==> src/rtl/fme_pkg.sv <==
// Shared types and helpers for the half-pel decision stage.
package fme_pkg;

   localparam int NUM_CAND   = 9;
   localparam int CENTER_IDX = 4;

   typedef enum logic [1:0] {
      ACC  = 2'd0,
      CMP  = 2'd1,
      DONE = 2'd2
   } state_t;

   typedef struct packed {
      logic signed [1:0] dx;
      logic signed [1:0] dy;
   } mv_t;

   // Row-major 3x3 grid: row = idx/3, col = idx%3, offset = position - 1.
   function automatic mv_t idx_to_mv(input logic [3:0] idx);
      mv_t        mv;
      logic [1:0] row;
      logic [1:0] col;
      row = 2'd1;
      col = 2'd1;
      case (idx)
         4'd0: begin row = 2'd0; col = 2'd0; end
         4'd1: begin row = 2'd0; col = 2'd1; end
         4'd2: begin row = 2'd0; col = 2'd2; end
         4'd3: begin row = 2'd1; col = 2'd0; end
         4'd4: begin row = 2'd1; col = 2'd1; end
         4'd5: begin row = 2'd1; col = 2'd2; end
         4'd6: begin row = 2'd2; col = 2'd0; end
         4'd7: begin row = 2'd2; col = 2'd1; end
         4'd8: begin row = 2'd2; col = 2'd2; end
         default: begin row = 2'd1; col = 2'd1; end
      endcase
      mv.dx = col - 2'd1;
      mv.dy = row - 2'd1;
      return mv;
   endfunction

endpackage

==> src/rtl/fme_sad_lane.sv <==
// One SAD lane: 8-bit absolute difference accumulated over a block.
module fme_sad_lane #(
   parameter int SAD_W = 12
) (
   input  logic             clk,
   input  logic             rst,
   input  logic             clr,
   input  logic             en,
   input  logic [7:0]       cand,
   input  logic [7:0]       cur,
   output logic [SAD_W-1:0] acc
);

   logic [7:0] diff;

   assign diff = (cand >= cur) ? (cand - cur) : (cur - cand);

   always_ff @(posedge clk) begin
      if (rst || clr) begin
         acc <= '0;
      end else if (en) begin
         acc <= acc + SAD_W'(diff);
      end
   end

endmodule

==> src/rtl/fme_half_sel.sv <==
// Half-pel decision: per-candidate SAD over a block, then a 9-cycle minimum scan.
//
// state | meaning
// ACC   | accepting candidate beats, accumulating SADs
// CMP   | scanning candidates 0..8 for the minimum SAD
// DONE  | decision presented, waiting for out_ready
module fme_half_sel
   import fme_pkg::*;
#(
   parameter  int BLK_PIXELS = 16,
   localparam int SAD_W      = 8 + $clog2(BLK_PIXELS)
) (
   input  logic                  clk,
   input  logic                  rst,
   input  logic                  in_valid,
   output logic                  in_ready,
   input  logic [8:0][7:0]       cand,
   input  logic [7:0]            cur,
   output logic                  out_valid,
   input  logic                  out_ready,
   output logic [3:0]            best_idx,
   output logic [SAD_W-1:0]      best_sad,
   output logic signed [1:0]     mv_dx,
   output logic signed [1:0]     mv_dy
);

   localparam int              CNT_W    = $clog2(BLK_PIXELS);
   localparam logic [CNT_W-1:0] LAST_PIX = CNT_W'(BLK_PIXELS - 1);
   localparam logic [3:0]      LAST_IDX = 4'(NUM_CAND - 1);
   localparam logic [3:0]      CTR_IDX  = 4'(CENTER_IDX);

   state_t            state;
   state_t            state_nxt;
   logic [CNT_W-1:0]  pix_cnt;
   logic [3:0]        scan_idx;
   logic [SAD_W-1:0]  acc [NUM_CAND];
   logic [SAD_W-1:0]  run_sad;
   logic [3:0]        run_idx;
   logic              rdy_q;
   logic              vld_q;
   logic              beat;
   logic              last_beat;
   logic              out_hs;
   logic [SAD_W-1:0]  base_sad;
   logic [3:0]        base_idx;
   logic [SAD_W-1:0]  scan_sad;
   logic [SAD_W-1:0]  win_sad;
   logic [3:0]        win_idx;
   mv_t               win_mv;

   assign in_ready  = rdy_q;
   assign out_valid = vld_q;
   assign beat      = in_valid && rdy_q;
   assign last_beat = beat && (pix_cnt == LAST_PIX);
   assign out_hs    = vld_q && out_ready;

   for (genvar k = 0; k < NUM_CAND; k++) begin : g_lane
      fme_sad_lane #(.SAD_W(SAD_W)) u_lane (
         .clk  (clk),
         .rst  (rst),
         .clr  (out_hs),
         .en   (beat),
         .cand (cand[k]),
         .cur  (cur),
         .acc  (acc[k])
      );
   end

   always_ff @(posedge clk) begin
      if (rst) begin
         state <= ACC;
      end else begin
         state <= state_nxt;
      end
   end

   always_comb begin
      state_nxt = state;
      case (state)
         ACC:     if (last_beat) state_nxt = CMP;
         CMP:     if (scan_idx == LAST_IDX) state_nxt = DONE;
         DONE:    if (out_hs) state_nxt = ACC;
         default: state_nxt = ACC;
      endcase
   end

   // Scan seeds from the centre so a tie with the integer position keeps it;
   // strict less-than otherwise favours the lowest index.
   always_comb begin
      base_sad = (scan_idx == 4'd0) ? acc[CENTER_IDX] : run_sad;
      base_idx = (scan_idx == 4'd0) ? CTR_IDX : run_idx;
      scan_sad = acc[scan_idx];
      win_sad  = base_sad;
      win_idx  = base_idx;
      if (scan_sad < base_sad) begin
         win_sad = scan_sad;
         win_idx = scan_idx;
      end
      win_mv = idx_to_mv(win_idx);
   end

   always_ff @(posedge clk) begin
      if (rst) begin
         pix_cnt  <= '0;
         scan_idx <= '0;
         run_sad  <= '0;
         run_idx  <= '0;
         rdy_q    <= 1'b0;
         vld_q    <= 1'b0;
         best_idx <= '0;
         best_sad <= '0;
         mv_dx    <= '0;
         mv_dy    <= '0;
      end else begin
         rdy_q <= (state_nxt == ACC);
         vld_q <= (state_nxt == DONE);
         if (beat) begin
            pix_cnt <= last_beat ? '0 : pix_cnt + 1'b1;
         end
         if (state == CMP) begin
            run_sad  <= win_sad;
            run_idx  <= win_idx;
            scan_idx <= (scan_idx == LAST_IDX) ? 4'd0 : scan_idx + 4'd1;
            if (scan_idx == LAST_IDX) begin
               best_idx <= win_idx;
               best_sad <= win_sad;
               mv_dx    <= win_mv.dx;
               mv_dy    <= win_mv.dy;
            end
         end
      end
   end

endmodule
==> config.mk <==
export PLATFORM = sky130hd
export DESIGN_NAME = fme_half_sel
export DESIGN_NICKNAME = d
export VERILOG_FILES = /design/src/rtl/fme_pkg.sv /design/src/rtl/fme_sad_lane.sv /design/src/rtl/fme_half_sel.sv
export SDC_FILE = /design/constraint.sdc
export NUM_CORES = 1
export LEC_CHECK = 0
export CORE_MARGIN = 2
export CORE_UTILIZATION = 40
export CTS_BUF_LIST = sky130_fd_sc_hd__clkbuf_2 sky130_fd_sc_hd__clkbuf_4 sky130_fd_sc_hd__clkbuf_8
export DETAILED_ROUTE_END_ITERATION = 10
export DONT_BUFFER_PORTS = 1
export GPL_TIMING_DRIVEN = 0
export HOLD_SLACK_MARGIN = 0.06
export PLACE_DENSITY = 0.66
export SLEW_MARGIN = 30
export SYNTH_ARGS = -nofsm -noshare
export SYNTH_HDL_FRONTEND = slang
export SYNTH_SLANG_ARGS = --single-unit
export TNS_END_PERCENT = 100
==> constraint.sdc <==
create_clock -name clk -period 6.6 [get_ports clk]
set_clock_uncertainty 0.1 [all_clocks]
set_input_delay 1.32 -clock clk [delete_from_list [all_inputs] [get_ports clk]]
set_output_delay 1.32 -clock clk [all_outputs]
set_load 0.05 [all_outputs]
Word-level counts from Yosys, hierarchy flattened:

Memory sizes are Yosys's and may differ from the RTL's.
Cells that the tools add are included.

* bits of input ports: 84
* memories kept: 1
* output and inout port bits: 22
* flip-flop bits (word level): 156
* ROM bits: 64
* word-level logic and storage cells: 99

Memory list
* (name not given): words 16, bits a word 4, read ports 1, clocked after memory_dff 0, write ports 0, line fme_pkg.sv:25 `case (idx)`

* equality and inequality tests: 5
* bitwise gates (word level): 1
* add/subtract/negate cells: 31
* order comparisons: 11
* reductions and logical operators: 8
* mux-type cells: 22

Operators by type and width (number)
* subtractor 8 bit: 18
* adder 12 x 8 -> 12 bit: 9
* >= comparator 8 bit: 9
* 2-to-1 mux 8 bit: 9
* binary-select mux 12 bit (select 4 bit): 1
* 2-to-1 mux 12 bit: 4
* 2-to-1 mux 4 bit: 4
* < comparator 12 bit: 1
* adder 4 x 1 -> 4 bit (second input constant): 2
* == test 4 bit (second input constant): 2
* 2-to-1 mux 2 bit: 3
* case mux 2 bit (3 select lines): 1
* >= comparator 5 bit (second input constant): 1
* inverter 4 -> 5 bit: 1
* == test 2 bit (second input constant): 2
* logical NOT 2 bit: 2
* logical NOT 4 bit: 1
* subtractor 2 x 1 -> 2 bit (second input constant): 2
* logical AND 1 bit: 3
* == test 2 x 1 -> 1 bit (second input constant): 1
* AND reduction 2 bit: 1
* logical OR 1 bit: 1

Logic depth before layout (Yosys ltp):

An unclocked memory read counts as a cell.

* word-level depth: 8
* mapped depth: 20
* depth with buffers taken out: 20

Cells and area by module:

A second synthesis with hierarchy kept.

* cell total of the unflattened synthesis: 1941
* area total of the unflattened synthesis: 16559.6 um^2

By module, submodules not included
* fme_sad_lane at g_lane[6].u_lane ...: seq. area each 240.2 um^2, instances 3, cells an instance 171, area an instance 1440.1 um^2
* fme_sad_lane at g_lane[0].u_lane ...: seq. area each 240.2 um^2, instances 3, cells an instance 170, area an instance 1426.4 um^2
* fme_sad_lane at g_lane[3].u_lane ...: seq. area each 240.2 um^2, instances 3, cells an instance 169, area an instance 1412.6 um^2
* fme_half_sel: seq. area each 960.9 um^2, instances 1, cells an instance 411, area an instance 3722.3 um^2

Worst setup path before layout:

OpenSTA, ideal clock, no wires.

* kind: input to register
* start: in cur[1]
* end: reg g_lane[8].u_lane.acc[10]
* library setup time: 0.063 ns
* cell stages on the path: 15
* required time: 6.437 ns
* slack: 1.285 ns
* arrival: 5.152 ns
* path buffers: 0
* path through: inv_1 > fa_1 > a21o_1 > a2111o_1 > a41oi_2 > mux2_2 > a21oi_1 > o21ai_0 > xor2_1 > ha_1 > o21ai_0 > a21oi_1 > o21ai_0 > or4_1 > nand3_1

* longest elaborated chain between the ends: 3
* elaborated cells on any way between the ends: 5
* classes of those cells: add/sub: 3; order compare: 1; mux: 1

RTL lines
* start: declaration: line fme_half_sel.sv:18 `input logic [7:0] cur,`
* subtractor 8 bit / >= comparator 8 bit (equally long branches): line fme_sad_lane.sv:16 `assign diff = (cand >= cur) ? (cand - cur) : (cur - cand);`
* 2-to-1 mux 8 bit (*): line fme_sad_lane.sv:16
* adder 12 x 8 -> 12 bit (*): line fme_sad_lane.sv:22 `acc <= acc + SAD_W'(diff);`
* end signal: assignment: line fme_sad_lane.sv:22
* end: declaration: line fme_sad_lane.sv:11 `output logic [SAD_W-1:0] acc`

Every way passes the cells marked *; elsewhere a longest branch is shown, timed or not.
A chain may end at the register's enable or synchronous reset.

Worst setup path in the final report:

* start: in cur[7]
* end: reg g_lane[0].u_lane.acc[11]

* longest elaborated chain between the ends: 3
* elaborated cells on any way between the ends: 5
* classes of those cells: add/sub: 3; order compare: 1; mux: 1

RTL lines (line)
* subtractor 8 bit / >= comparator 8 bit (equally long branches): fme_sad_lane.sv:16
* 2-to-1 mux 8 bit (*): fme_sad_lane.sv:16
* adder 12 x 8 -> 12 bit (*): fme_sad_lane.sv:22
* end signal: assignment: fme_sad_lane.sv:22
* end: declaration: fme_sad_lane.sv:11

Marked as above.

==> flow_metrics.tcl <==
set metrics [dict create \
    numCtsBuffers 17 \
    gr-usage-all-layers 0.232 \
    grt_pass1_vias 13900 \
    place_congestion 0.934 \
    fmaxAchievable_mhz 185 \
    postCtsSetupRepairBufs 0 \
    synth_commonest_cells "247 x nand2_1, 233 x a21oi_1, 221 x ha_1" \
    core.rowCount 72 \
    fin_crit_ns 5.40 \
    synth.net_count 2305 \
    cts_root_buf "clkbuf_8" \
    yosysWarnings 0 \
    yosys.area.top_type "dfxtp_1" \
    postCtsResizedCells 0 \
    setup_ws_ns 1.20 \
    start_util 0.405 \
    slew_headroom 0.318 \
    path_clk_slew_ns 0.09 \
    cp_max_fo 9 \
    wire_per_inst_um 19.1 \
    synth_seq_cells 156 \
    hold_violations 0 \
    grt_max_degree 20 \
    synthesis.area_um2 15600 \
    n_antenna_cell 0 \
    portBuffers 0 \
    syn_to_final_growth_pct 6.47 \
    nets 2324 \
    worst_pin_slew_ns 1.02 \
    yosysUniqueCellTypes 67 \
    finalSetupViolCount 0 \
    synth_area_leaders "dfxtp_1 20%, ha_1 18%, a21oi_1 7.5%, nand2_1 5.9%, o21ai_0 4.3%" \
    coreArea_um2 38600 \
    rsz0062_at_grt "no" \
    multi_input_comb_area_um2 11600 \
    synth_top_area_share 0.200 \
    min_path_type "flip-flop to flip-flop" \
    ios 106 \
    status "finished clean" \
    htreeDepth 4 \
    die_x_um 201 \
    required_ns 6.90 \
    power-per-cell-area_nw_per_um2 205 \
    cp-start-kind "input pin" \
    num_vias 14600 \
    routed_wl_um 48300 \
    cp-end-kind "flip-flop" \
    synth_cells 1973 \
    nFillCells 3991 \
    drive_gt1_frac 0.0459 \
    dp_hpwl_um 37200 \
    total_power_uw 3400 \
    cts_tree "done" \
    async_flop_share 0 \
    dr.pass1.iters 5 \
    avgSynthCellArea_um2 7.91 \
    maxCapViolCount 0 \
    cp.arrival_ns 5.70 \
    cts.sinks 156 \
    clockBufferDepth 2 \
    ctsHoldBuffers 0 \
    synth.most_common_cell "nand2_1" \
    seqCellArea_um2 3120 \
    drt_drc_violations_left 0 \
    tns_ns 0 \
    die-area_um2 40600 \
    ys_seq_area_frac 0.200 \
    die_h_um 201 \
    overflow 0 \
    pre_cts_slack_ns 0.794 \
    worstSkewPairLatency_ns 0.48 \
    post-route-period-util 0.818 \
    antenna_found_initial 0 \
    synth-edff-count 0 \
    synth_flop_cell "dfxtp_1" \
    antenna_left 0 \
    via_per_inst 5.81 \
    p_leak_uw 0.00726 \
    slew_viol_final 0 \
    worst_hold_slack_ns 0.388 \
    criticalPathCategory "input pin to flip-flop" \
    vdd_drop_max_v 0.000116 \
    grt_pass1_wl_um 74500 \
    drt_iter0_drc 1304 \
]
## placed cells by master (no fill, tap or decap), types with 5 or more instances in the layout
cell	n
mux4_2	24
dfxtp_1	156
nor4_1	5
a21oi_1	233
xor2_1	36
buf_2	12
nand2b_1	30
or3_1	32
and2_1	10
nand4_1	18
mux2i_1	45
a21o_1	61
o21a_1	11
a31oi_1	11
ha_1	221
nor2_1	96
nand2_1	247
nand3_1	48
a41oi_1	6
nand3b_1	14
o211ai_1	13
o21ai_1	8
clkbuf_8	19
mux2_2	17
nor2b_1	15
clkbuf_1	56
a211oi_1	19
o41ai_1	5
inv_1	158
o21bai_1	25
o22ai_1	14
o21ai_0	135
nor3_1	18
and4_1	15
xnor2_1	68
fa_1	27
## critical path, cell delays in order
cell      delay [ns]
inv_1           0.31
ha_1            0.44
clkbuf_1        0.28
o211ai_1        0.20
a21oi_1         0.35
o21ai_0         0.26
and2_1          0.23
o41ai_1         0.54
nor4b_1         0.37
a221oi_1        0.17
ha_1            0.39
nand2_1         0.08
a21oi_1         0.14
a21oi_1         0.10
or3_1           0.38
a21oi_1         0.14
## logic make-up after synthesis
| group | count (synthesis) | share of synthesized area |
|---|---|---|
| buffers and inverters | 232 | 0.0570 |
| XOR/XNOR | 104 | 0.0584 |
| AO/OA/AOI/OAI | 583 | 0.225 |
| flip-flops | 156 | 0.200 |
| AND/OR/NAND/NOR | 564 | 0.172 |
| adder cells (fa/ha/maj) | 248 | 0.212 |
| multiplexers | 86 | 0.0758 |
## sequential cells by signal (all words and copies together), names as in the netlist
| signal | count |
|---|---|
| out_valid | 1 |
| run_sad | 12 |
| mv_dy | 2 |
| run_idx | 4 |
| best_sad | 12 |
| state | 2 |
| in_ready | 1 |
| best_idx | 4 |
| g_lane.u_lane.acc | 108 |
| scan_idx | 4 |
| mv_dx | 2 |
| pix_cnt | 4 |
## layout make-up
cell class,instances,area share
multi-input combinational,1585,0.698
sequential,156,0.188
tap,518,0.0390
inverter,159,0.0359
buffer,73,0.0176
clock buffer,20,0.0162
clock inverter,10,0.00557
## through the flow
step	std cells	cell area (um2)	utilization
2_1_floorplan	1973	15600	-
3_3_place_gp	2491	16200	0.421
3_5_place_dp	2491	16200	0.421
4_1_cts	2521	16600	0.431
5_1_grt	2521	16600	0.431
6_report	2521	16600	0.431
## path summary, 6_finish.rpt
| check | startpoint | endpoint | slack, ns | depth (start not counted) |
|---|---|---|---|---|
| worst min register to register | g_lane[1].u_lane.acc[4] | g_lane[1].u_lane.acc[4] | 0.39 | 2 |
| worst min-delay path | g_lane[1].u_lane.acc[4] | g_lane[1].u_lane.acc[4] | 0.39 | 2 |
| worst max-delay path | cur[7] | g_lane[0].u_lane.acc[11] | 1.20 | 16 |
| worst max register to register | scan_idx[0] | run_sad[6] | 1.58 | 17 |
## layer usage
layer,global-route usage,part of all wire
met5,0,0
met4,0.0906,0.038
met3,0.0379,0.074
met2,0.375,0.45
met1,0.308,0.44
## where the power goes
group	internal, uW	switching, uW	total [uW]	leakage, uW
registers	1000	81.1	1080	0.00127
logic	660	956	1620	0.00580
clock network	319	381	700	0.000188
total	1980	1420	3400	0.00726
Power figures use the tool's default switching activity.
==> variant: new RTL, same settings <==
`BLK_PIXELS`: 16 -> 32.
--- a/src/rtl/fme_half_sel.sv
+++ b/src/rtl/fme_half_sel.sv
@@ -9,3 +9,3 @@
 #(
-   parameter  int BLK_PIXELS = 16,
+   parameter  int BLK_PIXELS = 32,
    localparam int SAD_W      = 8 + $clog2(BLK_PIXELS)
Ports: changed (resized best_sad); port bits go from 106 to 107. The function was not compared with the original's and may differ.
==> variant against the original RTL <==
Synthesized area increased by 1.4%; routed wire length decreased by 4.4%; non-clock buffer count increased by 1; register-to-register slack got worse by 260 ps; total power increased by 1.2%; sequential power increased by 6%; cell area increased by 1.3%; worst setup slack got worse by 460 ps; count of clock-buffer cells in the layout decreased by 1; sequential cell count increased by 12.
==> variant: results (changes against the original RTL) <==
synth:
  synth_common_cells: "ha_1 (223), nand2_1 (203), a21oi_1 (169)"
  synth_area_leaders: "dfxtp_1 (21%), ha_1 (18%), a21oi_1 (5.3%), nand2_1 (4.8%), xnor2_1 (4.0%)"
  ys_seq_area_share_pct: 21.3  # +1.2 points
clock_tree:
  clk_root_buffer_cell: "clkbuf_8"
  htreeDepth: 4  # unchanged
routing:
  drt-initial-drc-count: 970  # -26%
  routed_wl_um: 46100  # -4.4%
  viasPerCell: 5.60  # -3.5%
global_routing:
  grt_pass1_vias: 13600  # -2.5%
  use_met1_pct: 30.3  # -0.46 points
  grt_use_met2_pct: 36.7  # -0.82 points
  grt_use_met3_pct: 4.35  # +0.56 points
  grt_usage_pct: 22.4  # -0.73 points
  grt_pass1_wl_um: 73500  # -1.4%
placed_design:
  gp_congestion: 0.926  # -0.85%
  dpl-instance-area_um2: 16500  # +1.3%
  dp_hpwl_um: 37200  # about the same
critical_path:
  slowest_delay_ps: 610  # +70 ps
  crit_slowest_cell: "fa_1"
finish:
  drive_above_1_share_pct: 5.70  # +1.1 points
  reg_top3: "g_lane.u_lane.acc: 117 flops, best_sad: 13 flops, run_sad: 13 flops"
  finalNetCount: 2287  # -1.6%
outcome:
  status: "finished, final reports clean"
timing:
  relSlewSlack_pct: 47.4  # +16 points
power_and_ir_drop:
  p_leak_nw: 7.33  # +1.1%
==> variant: cell count changes after synthesis, sizes merged, moves of 13 or more <==
cell    change
a21oi      -62
and4       -14
buf        +13
nand2      -43
nand2b     -15
nand3b     +17
nor2       +49
nor3       +27
o21ai      -25
or3        -25
xor2       +26
==> variant: kinds of logic (layout without fill, tap and decap cells) <==
family / count (synthesis) / in the layout / share of synthesized area (%)
simple gates: 563 / 563 / 16.6
compound gates: 484 / 484 / 19.2
fa+ha+maj: 250 / 250 / 21.1
buf+inv: 232 / 264 / 5.69
flops: 168 / 168 / 21.3
xor+xnor: 135 / 135 / 7.47
mux: 102 / 102 / 8.69
==> variant: path summary, 6_finish.rpt <==
path	startpoint	end	cells after the start
hold reg to reg	g_lane[6].u_lane.acc[0]	g_lane[6].u_lane.acc[0]	2
setup / recovery	cur[1]	g_lane[4].u_lane.acc[11]	17
setup reg to reg	scan_idx[0]	run_sad[7]	18
hold / removal	g_lane[6].u_lane.acc[0]	g_lane[6].u_lane.acc[0]	2
==> variant: routing by layer <==
layer / share of wire (%) / vias to the layer above / wire (µm)
li1: - / 6854 / -
met1: 46 / 6577 / 21000
met2: 45 / 421 / 20800
met3: 7.1 / 66 / 3290
met4: 2.1 / 0 / 991
met5: 0 / - / 0
==> variant: final cells by class <==
class	count	area [µm²]
Sequential cell	168	3360
Clock inverter	13	97.6
Clock buffer	19	255
Tap cell	518	648
Inverter	158	597
Fill cell	3844	22000
Buffer	74	308
Multi-Input combinational cell	1534	11600
==> variant: critical path, delay by kind of cell <==
family          cells  cell delay, ps
compound gates      8            1800
simple gates        4            1080
fa+ha+maj           2             890
buf+inv             1             420
mux                 1             420
xor+xnor            1             160
==> variant: power by group <==
group / leakage (nW) / total, mW / internal [mW] / switching, mW
sequential: 1.36 / 1.14 / 1.07 / 0.0701
combinational: 5.81 / 1.59 / 0.663 / 0.931
clock: 0.161 / 0.705 / 0.277 / 0.428
total: 7.33 / 3.44 / 2.01 / 1.43
==> variant: per-stage QoR <==
step	hold WS, ps	worst slack, ps	utilization (%)	instances
after floorplan	336	1110	-	1934
after global placement	346	333	42.4	2452
after detailed placement	357	317	42.4	2452
after CTS	372	791	43.3	2484
after global routing	394	362	43.3	2484
final	382	741	43.3	2484
